## src/rtl/ps2_pkg.sv

```systemverilog
// Shared definitions for the PS/2 receive engine: frame FSM states,
// frame geometry constants and the odd-parity helper.
package ps2_pkg;

  typedef enum logic [1:0] {
    IDLE   = 2'd0,
    DATA   = 2'd1,
    PARITY = 2'd2,
    STOP   = 2'd3
  } frame_state_t;

  // start + 8 data + parity + stop
  localparam int FRAME_BITS = 11;

  // Mouse packets always carry a 1 in bit 3 of their first byte.
  localparam int SYNC_BIT = 3;

  // PS/2 uses odd parity: data bits plus parity bit hold an odd number of ones.
  function automatic logic odd_parity_ok(input logic [7:0] data, input logic par);
    return ^{data, par};
  endfunction

endpackage

```

## src/rtl/ps2_packet_rx_if.sv

```systemverilog
// Result bus of the PS/2 packet receiver. The receiver drives it (master),
// the packet consumer samples it (slave).
interface ps2_packet_rx_if #(
  parameter int PKT_BYTES = 3
);
  logic                   byte_valid;
  logic [7:0]             byte_data;
  logic                   packet_valid;
  logic [8*PKT_BYTES-1:0] packet;
  logic                   parity_err;
  logic                   frame_err;
  logic                   timeout_err;
  logic                   busy;

  modport master (
    output byte_valid, byte_data, packet_valid, packet,
           parity_err, frame_err, timeout_err, busy
  );

  modport slave (
    input byte_valid, byte_data, packet_valid, packet,
          parity_err, frame_err, timeout_err, busy
  );
endinterface

```

## src/rtl/ps2_line_filter.sv

```systemverilog
// Conditions one raw PS/2 line: 2-flop synchroniser, then a stability filter
// that only follows the line after FILTER_LEN identical samples, then a
// falling-edge detect on the filtered result. Raw-to-filtered latency is
// 2 + FILTER_LEN cycles.
module ps2_line_filter #(
  parameter int FILTER_LEN = 8
) (
  input  logic qzt_clk,
  input  logic reset,
  input  logic line_in,
  output logic line_filt,
  output logic line_fall
);

  localparam int CW = $clog2(FILTER_LEN);
  localparam logic [CW-1:0] CNT_LAST = CW'(FILTER_LEN - 1);

  logic [1:0]    sync_q;
  logic [CW-1:0] stab_cnt;

  // Synchroniser; idles high like an undriven PS/2 line.
  always_ff @(posedge qzt_clk) begin
    if (reset) sync_q <= 2'b11;
    else       sync_q <= {sync_q[0], line_in};
  end

  // Stability filter: the count restarts whenever the sample agrees with the
  // filtered level, so only an unbroken run of FILTER_LEN new samples flips it.
  always_ff @(posedge qzt_clk) begin
    if (reset) begin
      line_filt <= 1'b1;
      line_fall <= 1'b0;
      stab_cnt  <= '0;
    end else begin
      line_fall <= 1'b0;
      if (sync_q[1] == line_filt) begin
        stab_cnt <= '0;
      end else if (stab_cnt == CNT_LAST) begin
        line_filt <= sync_q[1];
        line_fall <= line_filt;
        stab_cnt  <= '0;
      end else begin
        stab_cnt <= stab_cnt + 1'b1;
      end
    end
  end

endmodule

```

## src/rtl/ps2_packet_rx.sv

```systemverilog
// PS/2 device-to-host receive engine: decodes 11-bit frames from the
// filtered lines and assembles good bytes into PKT_BYTES-byte mouse packets,
// with parity, framing and inactivity-timeout checking.
//
//   state  | meaning
//   IDLE   | waiting for a start bit (S with data = 0)
//   DATA   | shifting in 8 data bits, LSB first
//   PARITY | next S carries the parity bit
//   STOP   | next S carries the stop bit; frame is evaluated
module ps2_packet_rx
  import ps2_pkg::*;
#(
  parameter int PKT_BYTES   = 3,
  parameter int TIMEOUT_CYC = 50_000,
  parameter int FILTER_LEN  = 8,
  parameter int CHECK_SYNC  = 1
) (
  input  logic qzt_clk,
  input  logic reset,
  input  logic enable,
  input  logic ps2c_in,
  input  logic ps2d_in,
  ps2_packet_rx_if.master rx_bus
);

  localparam int PW = 8 * PKT_BYTES;
  localparam int TW = $clog2(TIMEOUT_CYC + 1);
  localparam logic [TW-1:0] TMR_LOAD = TW'(TIMEOUT_CYC);
  localparam logic [1:0]    IDX_LAST = 2'(PKT_BYTES - 1);

  logic ps2c_filt_unused;
  logic data_fall_unused;
  logic ps2d_filt;
  logic samp;

  frame_state_t  state;
  logic [2:0]    bit_cnt;
  logic [7:0]    shreg;
  logic          par_q;
  logic [1:0]    idx;
  logic [PW-1:0] pbuf;
  logic [PW-1:0] pkt_next;
  logic [TW-1:0] tmr;
  logic          tmr_clear;
  logic          timeout_hit;

  logic          byte_valid_q;
  logic [7:0]    byte_data_q;
  logic          packet_valid_q;
  logic [PW-1:0] packet_q;
  logic          parity_err_q;
  logic          frame_err_q;
  logic          timeout_err_q;

  ps2_line_filter #(.FILTER_LEN(FILTER_LEN)) u_clk_filter (
    .qzt_clk   (qzt_clk),
    .reset     (reset),
    .line_in   (ps2c_in),
    .line_filt (ps2c_filt_unused),
    .line_fall (samp)
  );

  ps2_line_filter #(.FILTER_LEN(FILTER_LEN)) u_dat_filter (
    .qzt_clk   (qzt_clk),
    .reset     (reset),
    .line_in   (ps2d_in),
    .line_filt (ps2d_filt),
    .line_fall (data_fall_unused)
  );

  // The timer only runs while there is something to lose: a frame in flight
  // or a partially assembled packet. It reloads on every sample event.
  assign tmr_clear   = samp || (state == IDLE && idx == 2'd0);
  assign timeout_hit = !tmr_clear && (tmr == TW'(1));

  // Partial packet with the byte currently in the shift register slotted in.
  always_comb begin
    pkt_next = pbuf;
    pkt_next[8*idx +: 8] = shreg;
  end

  // Frame FSM, packet assembly, timeout and all result registers.
  always_ff @(posedge qzt_clk) begin
    if (reset) begin
      state          <= IDLE;
      bit_cnt        <= '0;
      shreg          <= '0;
      par_q          <= 1'b0;
      idx            <= '0;
      pbuf           <= '0;
      tmr            <= TMR_LOAD;
      byte_valid_q   <= 1'b0;
      byte_data_q    <= '0;
      packet_valid_q <= 1'b0;
      packet_q       <= '0;
      parity_err_q   <= 1'b0;
      frame_err_q    <= 1'b0;
      timeout_err_q  <= 1'b0;
    end else begin
      byte_valid_q   <= 1'b0;
      packet_valid_q <= 1'b0;
      parity_err_q   <= 1'b0;
      frame_err_q    <= 1'b0;
      timeout_err_q  <= 1'b0;

      if (!enable) begin
        state   <= IDLE;
        bit_cnt <= '0;
        idx     <= '0;
        tmr     <= TMR_LOAD;
      end else begin
        if (tmr_clear)       tmr <= TMR_LOAD;
        else if (tmr != '0)  tmr <= tmr - 1'b1;

        if (samp) begin
          unique case (state)
            IDLE: begin
              if (!ps2d_filt) begin
                state   <= DATA;
                bit_cnt <= '0;
              end
            end
            DATA: begin
              shreg   <= {ps2d_filt, shreg[7:1]};
              bit_cnt <= bit_cnt + 1'b1;
              if (bit_cnt == 3'd7) state <= PARITY;
            end
            PARITY: begin
              par_q <= ps2d_filt;
              state <= STOP;
            end
            STOP: begin
              state <= IDLE;
              if (!ps2d_filt) begin
                frame_err_q <= 1'b1;
                idx         <= '0;
              end else if (!odd_parity_ok(shreg, par_q)) begin
                parity_err_q <= 1'b1;
                idx          <= '0;
              end else begin
                byte_valid_q <= 1'b1;
                byte_data_q  <= shreg;
                if (idx == 2'd0 && CHECK_SYNC != 0 && !shreg[SYNC_BIT]) begin
                  idx <= '0;
                end else if (idx == IDX_LAST) begin
                  packet_q       <= pkt_next;
                  packet_valid_q <= 1'b1;
                  idx            <= '0;
                end else begin
                  pbuf <= pkt_next;
                  idx  <= idx + 1'b1;
                end
              end
            end
            default: state <= IDLE;
          endcase
        end else if (timeout_hit) begin
          state         <= IDLE;
          idx           <= '0;
          timeout_err_q <= 1'b1;
        end
      end
    end
  end

  assign rx_bus.byte_valid   = byte_valid_q;
  assign rx_bus.byte_data    = byte_data_q;
  assign rx_bus.packet_valid = packet_valid_q;
  assign rx_bus.packet       = packet_q;
  assign rx_bus.parity_err   = parity_err_q;
  assign rx_bus.frame_err    = frame_err_q;
  assign rx_bus.timeout_err  = timeout_err_q;
  assign rx_bus.busy         = (state != IDLE) || (idx != 2'd0);

endmodule
```

## src/flat_wrapper.sv

```systemverilog
// flat-port wrapper written by rule: the top's interface ports become plain ports
module ps2_packet_rx_flat import ps2_pkg::*;
#(
  parameter int PKT_BYTES   = 3,
  parameter int TIMEOUT_CYC = 50_000,
  parameter int FILTER_LEN  = 8,
  parameter int CHECK_SYNC  = 1
)
  (qzt_clk, reset, enable, ps2c_in, ps2d_in, rx_bus_byte_valid, rx_bus_byte_data, rx_bus_packet_valid, rx_bus_packet, rx_bus_parity_err, rx_bus_frame_err, rx_bus_timeout_err, rx_bus_busy);
  ps2_packet_rx_if #(.PKT_BYTES(PKT_BYTES)) rx_bus_i ();
  input  logic qzt_clk;
  input  logic reset;
  input  logic enable;
  input  logic ps2c_in;
  input  logic ps2d_in;
  output wire logic [$bits(rx_bus_i.byte_valid)-1:0] rx_bus_byte_valid;
  output wire logic [$bits(rx_bus_i.byte_data)-1:0] rx_bus_byte_data;
  output wire logic [$bits(rx_bus_i.packet_valid)-1:0] rx_bus_packet_valid;
  output wire logic [$bits(rx_bus_i.packet)-1:0] rx_bus_packet;
  output wire logic [$bits(rx_bus_i.parity_err)-1:0] rx_bus_parity_err;
  output wire logic [$bits(rx_bus_i.frame_err)-1:0] rx_bus_frame_err;
  output wire logic [$bits(rx_bus_i.timeout_err)-1:0] rx_bus_timeout_err;
  output wire logic [$bits(rx_bus_i.busy)-1:0] rx_bus_busy;
  assign rx_bus_byte_valid = rx_bus_i.byte_valid;
  assign rx_bus_byte_data = rx_bus_i.byte_data;
  assign rx_bus_packet_valid = rx_bus_i.packet_valid;
  assign rx_bus_packet = rx_bus_i.packet;
  assign rx_bus_parity_err = rx_bus_i.parity_err;
  assign rx_bus_frame_err = rx_bus_i.frame_err;
  assign rx_bus_timeout_err = rx_bus_i.timeout_err;
  assign rx_bus_busy = rx_bus_i.busy;
  ps2_packet_rx #(.PKT_BYTES(PKT_BYTES), .TIMEOUT_CYC(TIMEOUT_CYC), .FILTER_LEN(FILTER_LEN), .CHECK_SYNC(CHECK_SYNC)) u_core (.qzt_clk(qzt_clk), .reset(reset), .enable(enable), .ps2c_in(ps2c_in), .ps2d_in(ps2d_in), .rx_bus(rx_bus_i));
endmodule
```

## config.mk

```make
export PLATFORM = sky130hd
export DESIGN_NAME = ps2_packet_rx_flat
export DESIGN_NICKNAME = d
export VERILOG_FILES = /design/src/rtl/ps2_pkg.sv /design/src/rtl/ps2_packet_rx_if.sv /design/src/rtl/ps2_line_filter.sv /design/src/rtl/ps2_packet_rx.sv /design/src/flat_wrapper.sv
export SDC_FILE = /design/constraint.sdc
export NUM_CORES = 1
export LEC_CHECK = 0
export BUFFER_PORTS_ARGS = -buffer_cell sky130_fd_sc_hd__buf_2
export CORE_UTILIZATION = 30
export DETAILED_ROUTE_END_ITERATION = 16
export PLACE_DENSITY = 0.57
export SKIP_CTS_REPAIR_TIMING = 1
export SYNTH_ARGS = -nofsm -noshare
export SYNTH_HDL_FRONTEND = slang
export SYNTH_SLANG_ARGS = --single-unit
```

## constraint.sdc

```tcl
create_clock -name qzt_clk -period 2.2 [get_ports qzt_clk]
set_input_delay 0.44 -clock qzt_clk [delete_from_list [all_inputs] [get_ports qzt_clk]]
set_output_delay 0.44 -clock qzt_clk [all_outputs]
set_load 0.01 [all_outputs]
```

; After elaboration in Yosys (flattened, before gate mapping)
; Cells that the tools add are included.
[totals]
elab_cells = 106
reg_bits = 106
output_inout_bits = 38
[op_classes]
add_sub_neg = 6
n_bitwise = 10
shifts = 2
reduce_logical = 34
muxes = 19
eq_ne = 14
[op_table]
columns = cell, count
row1 = $neg 5->34, 1
row2 = $shift 8x34->24 const A, 1
row3 = $shiftx 8x34->24, 1
row4 = $bwmux 24, 1
row5 = $mux 2, 10
row6 = $eq 16x1->1 const B, 1
row7 = $reduce_bool 16->1, 1
row8 = $sub 16x1->16 const B, 1
row9 = $reduce_or 3->1, 5
row10 = $reduce_and 7->1, 2
row11 = $reduce_and 3->1, 4
row12 = $not 1->1, 10
row13 = $add 3x1->3 const B, 3
row14 = $eq 3x3->1 const B, 3
row15 = $reduce_xor 9->1, 1
row16 = $pmux 2 s4, 1
row17 = $reduce_bool 2->1, 4
row18 = $reduce_or 7->1, 1
row19 = $eq 2x2->1 const B, 3
row20 = $pmux 3 s2, 1
row21 = $reduce_and 2->1, 3
row22 = $mux 1, 5
row23 = $reduce_and 5->1, 1
row24 = $reduce_or 5->1, 1
row25 = 14 further kinds, 20

; Depth between registers and ports, before layout
; Gate-level depths: netlist (run 1).
[depth]
word_depth = 7
depth_mapped = 8
depth_no_buf = 7

; Hierarchy
; A second synthesis (run 1) with hierarchy kept.
[unflattened]
hier_cells = 518
hier_area_um2 = 5124.9
[by_module_without_submodules]
columns = mod, seq_area_each_um2, n_inst, area_per_inst_um2, cells_each
row1 = ps2_packet_rx, 1861.8, 1, 4647.0, 482
row2 = ps2_line_filter, 140.1, 2, 239.0, 18

; Worst setup path before layout (run 1)
; Ideal clock, no wire load.
[synth_path]
path_kind = register -> register
from = reg u_core.shreg[4]
to = reg u_core.pbuf[0]
path_stages_with_launch = 8
arrival_ps = 1761
required_ps = 2054
setup_time_ps = 146
synth_period_minus_slack_ps = 1907
setup_slack_ps = 293
cell_sequence = dfxtp_1 -> buf_2 -> xor2_1 -> xnor3_2 -> mux2i_2 -> buf_4 -> buf_4 -> a211oi_2
[synth_between]
elab_chain_cells = 2
word_cells_on_any_way = 4
[synth_lines]
columns = item, line
row1 = start: declaration, ps2_packet_rx.sv:38  ; logic [7:0] shreg;
row2 = start signal: assignment, ps2_packet_rx.sv:124  ; shreg <= {ps2d_filt, shreg[7:1]};
row3 = $shiftx 8x34->24 / $reduce_xor 9->1 (equally long branches), "ps2_packet_rx.sv:79, ps2_pkg.sv:20"
row4 = $bwmux 24 / $reduce_and 7->1 (equally long branches), n/a
row5 = end signal: assignment, ps2_packet_rx.sv:150  ; pbuf <= pkt_next;
row6 = end: declaration, ps2_packet_rx.sv:41  ; logic [PW-1:0] pbuf;
; Parallel ways exist; a longest one is shown, timed or not.
; A chain may end at the register's enable or synchronous reset.

; Final worst setup path (run 1)
[layout_path]
from = reg u_core.idx[0]
to = reg u_core.packet_q[18], in the netlist u_core.rx_bus.packet[18]
[layout_between]
elab_chain_cells = 4
word_cells_on_any_way = 9
[layout_lines]
columns = item, line
row1 = start: declaration, ps2_packet_rx.sv:40  ; logic [1:0] idx;
row2 = start signal: assignment, ps2_packet_rx.sv:151  ; idx <= idx + 1'b1;
row3 = branches (longest 4 deep; another with $neg 5->34), n/a
row4 = end signal: assignment, ps2_packet_rx.sv:146  ; packet_q <= pkt_next;
row5 = end: declaration, ps2_packet_rx.sv:50  ; logic [PW-1:0] packet_q;
; Parallel ways; which one is timed is not known.

==> summary.md, run 1 <==
| Metric | Value |
|---|---|
| Multiplexer area fraction after synthesis | `0.0456` |
| Critical path class | `flip-flop to flip-flop` |
| Met2 Use GR | `0.217` |
| GPL Wtd Cong | `0.762` |
| DR vias | `3505` |
| Routed Antenna Nets | `0` |
| Post-layout util | `0.357` |
| Ys async rst share | `0` |
| Hpwl dp | `7.01 mm` |
| Largest net degree at the start of global routing | `79` |
| First-pass GRT wire length | `17.1 mm` |
| Synth area leader | `dfxtp_1` |
| Max-slew violations | `0` |
| Yosys top cell area share | `0.437` |
| Fin crit period | `1.96 ns` |
| Most congested layer reported by global routing | `met2` |
| Number of H-tree levels | `3` |
| DP Worst Slack | `0.136 ns` |
| Max incr delay on CP | `0.37 ns` |
| TritonCTS Sinks | `106` |
| Avg WL per Cell | `14.0 microns` |
| CP cell instances | `inv_1 -> ha_1 -> nand2b_1 -> nand4_1 -> mux2i_4 -> buf_12 -> nor2_1 -> a211oi_2` |
| Top cells by area, synth | `dfxtp_1 44%, a211oi_2 12%, nor2_1 6.6%, ha_1 4.4%, nor2b_1 3.6%` |
| All-layer global routing usage | `0.131` |
| Post-synth EDFFs | `0` |
| TritonCTS Buffers | `9` |
| DRT Pass-1 Iters | `4` |
| CTS tree | `yes` |
| CP Data Arrival Time | `2.23 ns` |
| R2R depth | `8` |
| Max Clock Freq | `511 MHz` |
| Port bufs | `42` |
| Final Cycle Share | `0.890` |
| Share of layout cells above drive strength 1 | `0.257` |
| Actual slew at the worst max-slew pin | `0.546 ns` |
| Top_reg_cell synth | `dfxtp_1` |
| Outcome | `finished clean` |
| Congestion Overflow GR | `0` |
| LEAKAGE | `2.21 nW` |
| Vias in the first global route | `3443` |
| Xor and xnor area share after synthesis | `0.0484` |
| VDD IR max | `0.415 mV` |
| Diode count | `0` |
| Hold path start | `ps2c_in` |
| Setup TNS | `0 ns` |
| Hold Path Sink | `u_core.u_clk_filter.sync_q[0]$_SDFF_PP1_` |
| Initial core utilization | `0.307` |
| Initial antenna violation count | `0` |
| Die height | `129 microns` |
| Die area | `0.0167 sq mm` |
| Grt met1 use | `0.163` |
| #FFs+latches synth | `106` |
| Critical path peak fanout | `25` |
| Synth Area in Simple Gates | `0.191` |
| Main combinational cell family by area after synthesis | `simple AND/OR/NAND/NOR gates` |
| Nets | `548` |
| R2r startpoint | `u_core.idx[0]$_SDFFE_PP0P_` |
| Via density | `4.70` |
| Layout Skew | `0.0101 ns` |
| Clk buf depth | `2` |
| Initial detailed-routing violation count | `173` |
| Filler cell count | `1599` |
| Mapped Avg Cell Area | `9.92 sq um` |
| PwrDens | `641 mW/mm^2` |
| Relative slew margins | `0.635` |
| Row cnt | `46` |
| M3 GR Usage | `0.0301` |
| Cell variety after synth | `52` |
| RSZ-0062 raised after global routing | `false` |
| Worst-Skew Late Latency | `0.36 ns` |
| Die X | `129 microns` |
| Max_cap viols | `0` |
| Ports | `43` |
| CP max stage cell | `dfxtp_2` |
| Area Overhead vs Synth | `16.5%` |
| Cell count after synthesis | `490` |
| Crit. End Element | `flip-flop` |
| Setup WS post-layout | `0.242 ns` |
| Synth Area in Compound Gates | `0.185` |
| Post-synthesis adder-cell area fraction | `0.0438` |
| Hold Crit Class | `input port to flip-flop` |
| DRC errors left | `0` |
| Clk root buf | `clkbuf_16` |
| Mapped Nets | `512` |
| Worst Path Required | `2.47 ns` |
| Worst hold stages | `2` |
| Sequential share of the synthesized area | `0.437` |
| Worst setup SP type | `flip-flop` |
| Worst r2r dst | `u_core.rx_bus.packet[18]$_SDFFE_PP0P_` |
| Final Hold Viols | `0` |
| Syn Std Cell Area | `0.00486 sq mm` |
| # setup viols final | `0` |
| Yosys warnings | `0` |
| Total wire length | `10.5 mm` |
| Core Area | `0.0158 sq mm` |
| Clk slew on worst S/H paths | `0.07 ns` |
| R2R setup slack | `0.24 ns` |
-- cells by family (layout without fill, tap and decap cells) --
kind of cell             Yosys count  after routing
AND/OR/NAND/NOR                  183            183
buffers and inverters             44             84
adder cells (fa/ha/maj)           17             17
multiplexers                      20             20
AO/OA/AOI/OAI                     99             99
flip-flops                       106            106
XOR/XNOR                          21             21
-- Yosys cell counts, types with 2 or more instances --
cell	instances
nand3_1	8
buf_2	2
clkbuf_1	14
nor2_1	85
or4_1	3
and3_1	3
nand4b_1	2
or2_2	5
nor4_1	5
xnor2_1	13
a211o_1	3
inv_1	9
dfxtp_1	106
a32oi_1	2
nor3_1	8
a211oi_2	48
o21ai_0	7
nand2b_1	3
nor4bb_1	3
and2_1	4
and4b_1	2
nor2b_1	28
nand2_1	14
a21oi_1	31
xor2_1	4
mux2i_1	17
buf_4	6
nand4_1	4
buf_6	6
ha_1	17
buf_1	6
a21boi_0	2
-- how the worst max path moves through the flow --
stage | from | slack (ns) | to | cells after the start
global route | u_core.state[0]$_SDFFE_PP0P_ | 0.06 | u_core.state[0]$_SDFFE_PP0P_ | 7
finish | u_core.idx[0]$_SDFFE_PP0P_ | 0.24 | u_core.rx_bus.packet[18]$_SDFFE_PP0P_ | 8
CTS | u_core.idx[0]$_SDFFE_PP0P_ | 0.12 | u_core.rx_bus.packet[18]$_SDFFE_PP0P_ | 8
detailed placement | u_core.idx[0]$_SDFFE_PP0P_ | 0.14 | u_core.rx_bus.packet[18]$_SDFFE_PP0P_ | 8
global placement | u_core.idx[0]$_SDFFE_PP0P_ | 0.26 | u_core.rx_bus.packet[14]$_SDFFE_PP0P_ | 8
floorplan | u_core.shreg[4]$_SDFFE_PP0P_ | 0.29 | u_core.pbuf[0]$_SDFFE_PP0P_ | 7
-- layer usage --
layer | vias up | part of all wire
met5 | - | 0
li1 | 1769 | -
met3 | 13 | 0.040
met2 | 50 | 0.47
met1 | 1673 | 0.48
met4 | 0 | 0.015
-- flip-flops by register name, indices dropped and copies added, names as in the netlist, 2 cells and up --
| signal | cells |
|---|---|
| u_core.rx_bus.byte_data | 8 |
| u_core.state | 2 |
| u_core.idx | 2 |
| u_core.pbuf | 24 |
| u_core.u_dat_filter.sync_q | 2 |
| u_core.u_dat_filter.stab_cnt | 3 |
| u_core.bit_cnt | 3 |
| u_core.u_clk_filter.stab_cnt | 3 |
| u_core.shreg | 8 |
| u_core.rx_bus.packet | 24 |
| u_core.u_clk_filter.sync_q | 2 |
| u_core.tmr | 16 |
-- area by class of cell --
cell class                      instances  area (sq um)  area share
Timing Repair Buffer                   60           420      0.0743
Tap cell                              216           270      0.0478
Clock buffer                           10           239      0.0422
Inverter                                9          33.8     0.00597
Multi-Input combinational cell        340          2510       0.443
Clock inverter                          5          62.6      0.0111
Sequential cell                       106          2120       0.375
-- worst max-delay path, delay by kind of cell, from the launching register on --
kind,cells,cell delay [ns]
compound gates,1,0.20
buf+inv,2,0.30
simple gates,3,0.42
flops,1,0.37
fa+ha+maj,1,0.29
mux,1,0.27
-- placed cells by master, fill, tap and decap left out, types with 14 or more instances in the layout --
cell type	netlist	routed
dfxtp_1	106	105
nor2_1	85	85
a211oi_2	48	48
buf_2	2	41
a21oi_1	31	31
nor2b_1	28	28
mux2i_1	17	17
ha_1	17	17
nand2_1	14	14
buf_4	6	14
-- power by group --
part | switching (W) | total [W] | leakage [nW] | internal [W]
logic | 0.0000392 | 0.0000529 | 1.21 | 0.0000138
registers | 0.00000210 | 0.00192 | 0.855 | 0.00192
clock network | 0.000735 | 0.00165 | 0.147 | 0.000918
total | 0.000776 | 0.00363 | 2.21 | 0.00285
-- stage by stage --
step           std cells  total power [W]  instance area, sq um  hold slack (ns)
3_5_place_dp         729          0.00202                  5310            0.402
3_3_place_gp         729          0.00202                  5310            0.392
2_1_floorplan        490          0.00201                  4860            0.389
6_report             746          0.00363                  5660            0.262
4_1_cts              744          0.00368                  5610            0.250
5_1_grt              746          0.00376                  5660            0.260
Power figures use the tool's default switching activity.
==> run 2: changes to the inputs <==
--- a/config.mk
+++ b/config.mk
@@ -6,9 +6,9 @@
 export NUM_CORES = 1
 export LEC_CHECK = 0
 export BUFFER_PORTS_ARGS = -buffer_cell sky130_fd_sc_hd__buf_2
-export CORE_UTILIZATION = 30
+export CORE_UTILIZATION = 59
 export DETAILED_ROUTE_END_ITERATION = 16
-export PLACE_DENSITY = 0.57
+export PLACE_DENSITY = 0.9
 export SKIP_CTS_REPAIR_TIMING = 1
 export SYNTH_ARGS = -nofsm -noshare
 export SYNTH_HDL_FRONTEND = slang
==> constraint.sdc (replaced) <==
create_clock -name qzt_clk -period 2.16 [get_ports qzt_clk]
set_input_delay 0.432 -clock qzt_clk [delete_from_list [all_inputs] [get_ports qzt_clk]]
set_output_delay 0.432 -clock qzt_clk [all_outputs]
set_load 0.01 [all_outputs]
==> run 2 against run 1 <==
Highest routed layer unchanged. Utilization rose by 33 points. Clock power fell by 18%. Fmax fell by 4.1%. Via count rose by 4.3%.
==> summary.md, run 2 (same netlist as run 1, synthesis figures left out) <==
| Metric | Value |
|---|---|
| CP cell instances | `inv_1 -> ha_1 -> nor4bb_1 -> buf_4 -> a21oi_1 -> a211oi_2 (was inv_1 -> ha_1 -> nand2b_1 -> nand4_1 -> mux2i_4 -> buf_12 -> nor2_1 -> a211oi_2)` |
| Port bufs | `42 (unchanged)` |
| Clk slew on worst S/H paths | `0.10 ns (was 0.07 ns)` |
| Worst setup SP type | `flip-flop (unchanged)` |
| CP Data Arrival Time | `2.32 ns (was 2.23 ns)` |
| Delay-heaviest family, CP | `compound AO/OA/AOI/OAI gates (was simple AND/OR/NAND/NOR gates)` |
| Diode count | `0 (unchanged)` |
| Post-layout util | `0.690 (was 0.357)` |
| Levels on crit path | `6 (was 8)` |
| Final Hold Viols | `0 (unchanged)` |
| Crit. End Element | `flip-flop (unchanged)` |
| Crit path to | `u_core.pbuf[7]$_SDFFE_PP0P_ (was u_core.rx_bus.packet[18]$_SDFFE_PP0P_)` |
| Worst-Skew Late Latency | `0.37 ns (was 0.36 ns)` |
| Clk root buf | `clkbuf_8 (was clkbuf_16)` |
| Nets | `546 (was 548)` |
| Ports | `43 (unchanged)` |
| Sequential power share | `0.583 (was 0.530)` |
| Layout Skew | `0.0108 ns (was 0.0101 ns)` |
| R2R setup slack | `0.12 ns (was 0.24 ns)` |
| Initial core utilization | `0.619 (was 0.307)` |
| CP max stage cell | `ha_1 (was dfxtp_2)` |
| Placed instance area | `0.00515 sq mm (was 0.00531 sq mm)` |
| VDD IR max | `0.496 mV (was 0.415 mV)` |
| Filler cell count | `589 (was 1599)` |
| Switch Pwr | `0.000728 W (was 0.000776 W)` |
| Fin crit period | `2.04 ns (was 1.96 ns)` |
| Core Area | `0.00785 sq mm (was 0.0158 sq mm)` |
| Total wire length | `10.1 mm (was 10.5 mm)` |
| Number of H-tree levels | `3 (unchanged)` |
| Die X | `92.7 microns (was 129 microns)` |
| Critical path peak fanout | `10 (was 25)` |
| All-layer global routing usage | `0.240 (was 0.131)` |
| PwrDens | `621 mW/mm^2 (was 641 mW/mm^2)` |
| Net Sw Frac | `0.217 (was 0.214)` |
| Relative slew margins | `0.626 (was 0.635)` |
| Combinational fraction of design power | `0.016 (was 0.015)` |
| Outcome | `finished clean (unchanged)` |
| Clock power share | `0.401 (was 0.455)` |
| Initial antenna violation count | `0 (unchanged)` |
| Area Overhead vs Synth | `11.4% (was 16.5%)` |
| R2r startpoint | `u_core.idx[0]$_SDFFE_PP0P_ (unchanged)` |
| DRC errors left | `0 (unchanged)` |
| Max_cap viols | `0 (unchanged)` |
| Worst Path Required | `2.44 ns (was 2.47 ns)` |
| Hold path start | `ps2d_in (was ps2c_in)` |
| Max incr delay on CP | `0.41 ns (was 0.37 ns)` |
| Most common cell after layout, fill and taps aside | `dfxtp_1 (unchanged)` |
| LEAKAGE | `2.15 nW (was 2.21 nW)` |
| DRT Pass-1 Iters | `4 (unchanged)` |
| Critical path origin | `u_core.idx[0]$_SDFFE_PP0P_ (unchanged)` |
| Worst r2r dst | `u_core.pbuf[7]$_SDFFE_PP0P_ (was u_core.rx_bus.packet[18]$_SDFFE_PP0P_)` |
| Share of layout cells above drive strength 1 | `0.257 (about the same)` |
| P_int | `0.00263 W (was 0.00285 W)` |
| Actual slew at the worst max-slew pin | `0.559 ns (was 0.546 ns)` |
| Row cnt | `32 (was 46)` |
| Die height | `92.7 microns (was 129 microns)` |
| Hold Crit Class | `input port to flip-flop (unchanged)` |
| TritonCTS Sinks | `106 (unchanged)` |
| Avg WL per Cell | `16.1 microns (was 14.0 microns)` |
| GPL Wtd Cong | `0.830 (was 0.762)` |
| Via density | `5.79 (was 4.70)` |
| Fin area | `0.00541 sq mm (was 0.00566 sq mm)` |
| Total Power | `0.00336 W (was 0.00363 W)` |
| DR vias | `3654 (was 3505)` |
| Die area | `0.00860 sq mm (was 0.0167 sq mm)` |
| WP buf/inv | `2 (unchanged)` |
| Most frequent cells in the layout | `106 x dfxtp_1, 85 x nor2_1, 48 x a211oi_2, 41 x buf_2, 31 x a21oi_1 (was 105 x dfxtp_1, 85 x nor2_1, 48 x a211oi_2, 41 x buf_2, 31 x a21oi_1)` |
| DP Worst Slack | `0.0881 ns (was 0.136 ns)` |
| R2R depth | `6 (was 8)` |
| Congestion Overflow GR | `0 (unchanged)` |
| Hpwl dp | `6.57 mm (was 7.01 mm)` |
| TritonCTS Buffers | `9 (unchanged)` |
| First-pass GRT wire length | `16.3 mm (was 17.1 mm)` |
| Final Cycle Share | `0.946 (was 0.890)` |
| Max Clock Freq | `490 MHz (was 511 MHz)` |
| Setup WS post-layout | `0.118 ns (was 0.242 ns)` |
| CTS tree | `yes (unchanged)` |
| Routed Antenna Nets | `0 (unchanged)` |
| # setup viols final | `0 (unchanged)` |
| Initial detailed-routing violation count | `260 (was 173)` |
| Critical path class | `flip-flop to flip-flop (unchanged)` |
| Max-slew violations | `0 (unchanged)` |
| Clk buf depth | `2 (unchanged)` |
| Vias in the first global route | `3531 (was 3443)` |
| Largest net degree at the start of global routing | `79 (unchanged)` |
run 2: stage by stage:
step,hold slack [ns],std cells,TNS (ns)
finish,0.240,631,0
global route,0.232,631,-0.0146
CTS,0.234,630,-0.0436
detailed placement,0.397,614,0
global placement,0.395,614,0
floorplan,0.389,490,0
run 2: routing by layer:
| layer | part of all wire | vias up | GRT usage |
|---|---|---|---|
| met5 | 0 | - | 0 |
| met4 | 0.026 | 0 | 0.0987 |
| met3 | 0.040 | 21 | 0.0501 |
| met2 | 0.51 | 83 | 0.423 |
| met1 | 0.42 | 1776 | 0.283 |
| li1 | - | 1774 | - |
run 2: worst register-to-register path, stage by stage (launching register included):
cell and delay (ns):
dfxtp_1 0.37, inv_1 0.15, ha_1 0.41, nor4bb_1 0.35, buf_4 0.21, a21oi_1 0.16, a211oi_2 0.31
run 2: how the worst min path moves through the flow:
stage | end | slack, ns | cells after the start
4_1_cts | u_core.u_dat_filter.sync_q[0]$_SDFF_PP1_ | 0.23 | 2
5_1_grt | u_core.u_dat_filter.sync_q[0]$_SDFF_PP1_ | 0.23 | 2
2_1_floorplan | u_core.u_clk_filter.sync_q[1]$_SDFF_PP1_ | 0.39 | 1
3_3_place_gp | u_core.u_clk_filter.sync_q[1]$_SDFF_PP1_ | 0.39 | 1
3_5_place_dp | u_core.u_dat_filter.sync_q[1]$_SDFF_PP1_ | 0.40 | 1
6_report | u_core.u_dat_filter.sync_q[0]$_SDFF_PP1_ | 0.24 | 2
run 2: final cells by class:
| cell class | instances | area (sq um) | share of cell area |
|---|---|---|---|
| clock buffer | 9 | 124 | 0.0229 |
| clock inverter | 7 | 100 | 0.0185 |
| inverter | 9 | 33.8 | 0.00624 |
| multi-input combinational | 340 | 2520 | 0.465 |
| sequential | 106 | 2120 | 0.392 |
| tap | 102 | 128 | 0.0236 |
| timing repair buffer | 58 | 388 | 0.0716 |
run 2: power groups by stage:
stage,registers (W),logic (W),clock network [W]
6_report,0.00196,0.0000525,0.00135
5_1_grt,0.00196,0.0000570,0.00145
4_1_cts,0.00196,0.0000526,0.00136
3_5_place_dp,0.00200,0.0000522,0
3_3_place_gp,0.00200,0.0000514,0
2_1_floorplan,0.00200,0.0000382,0
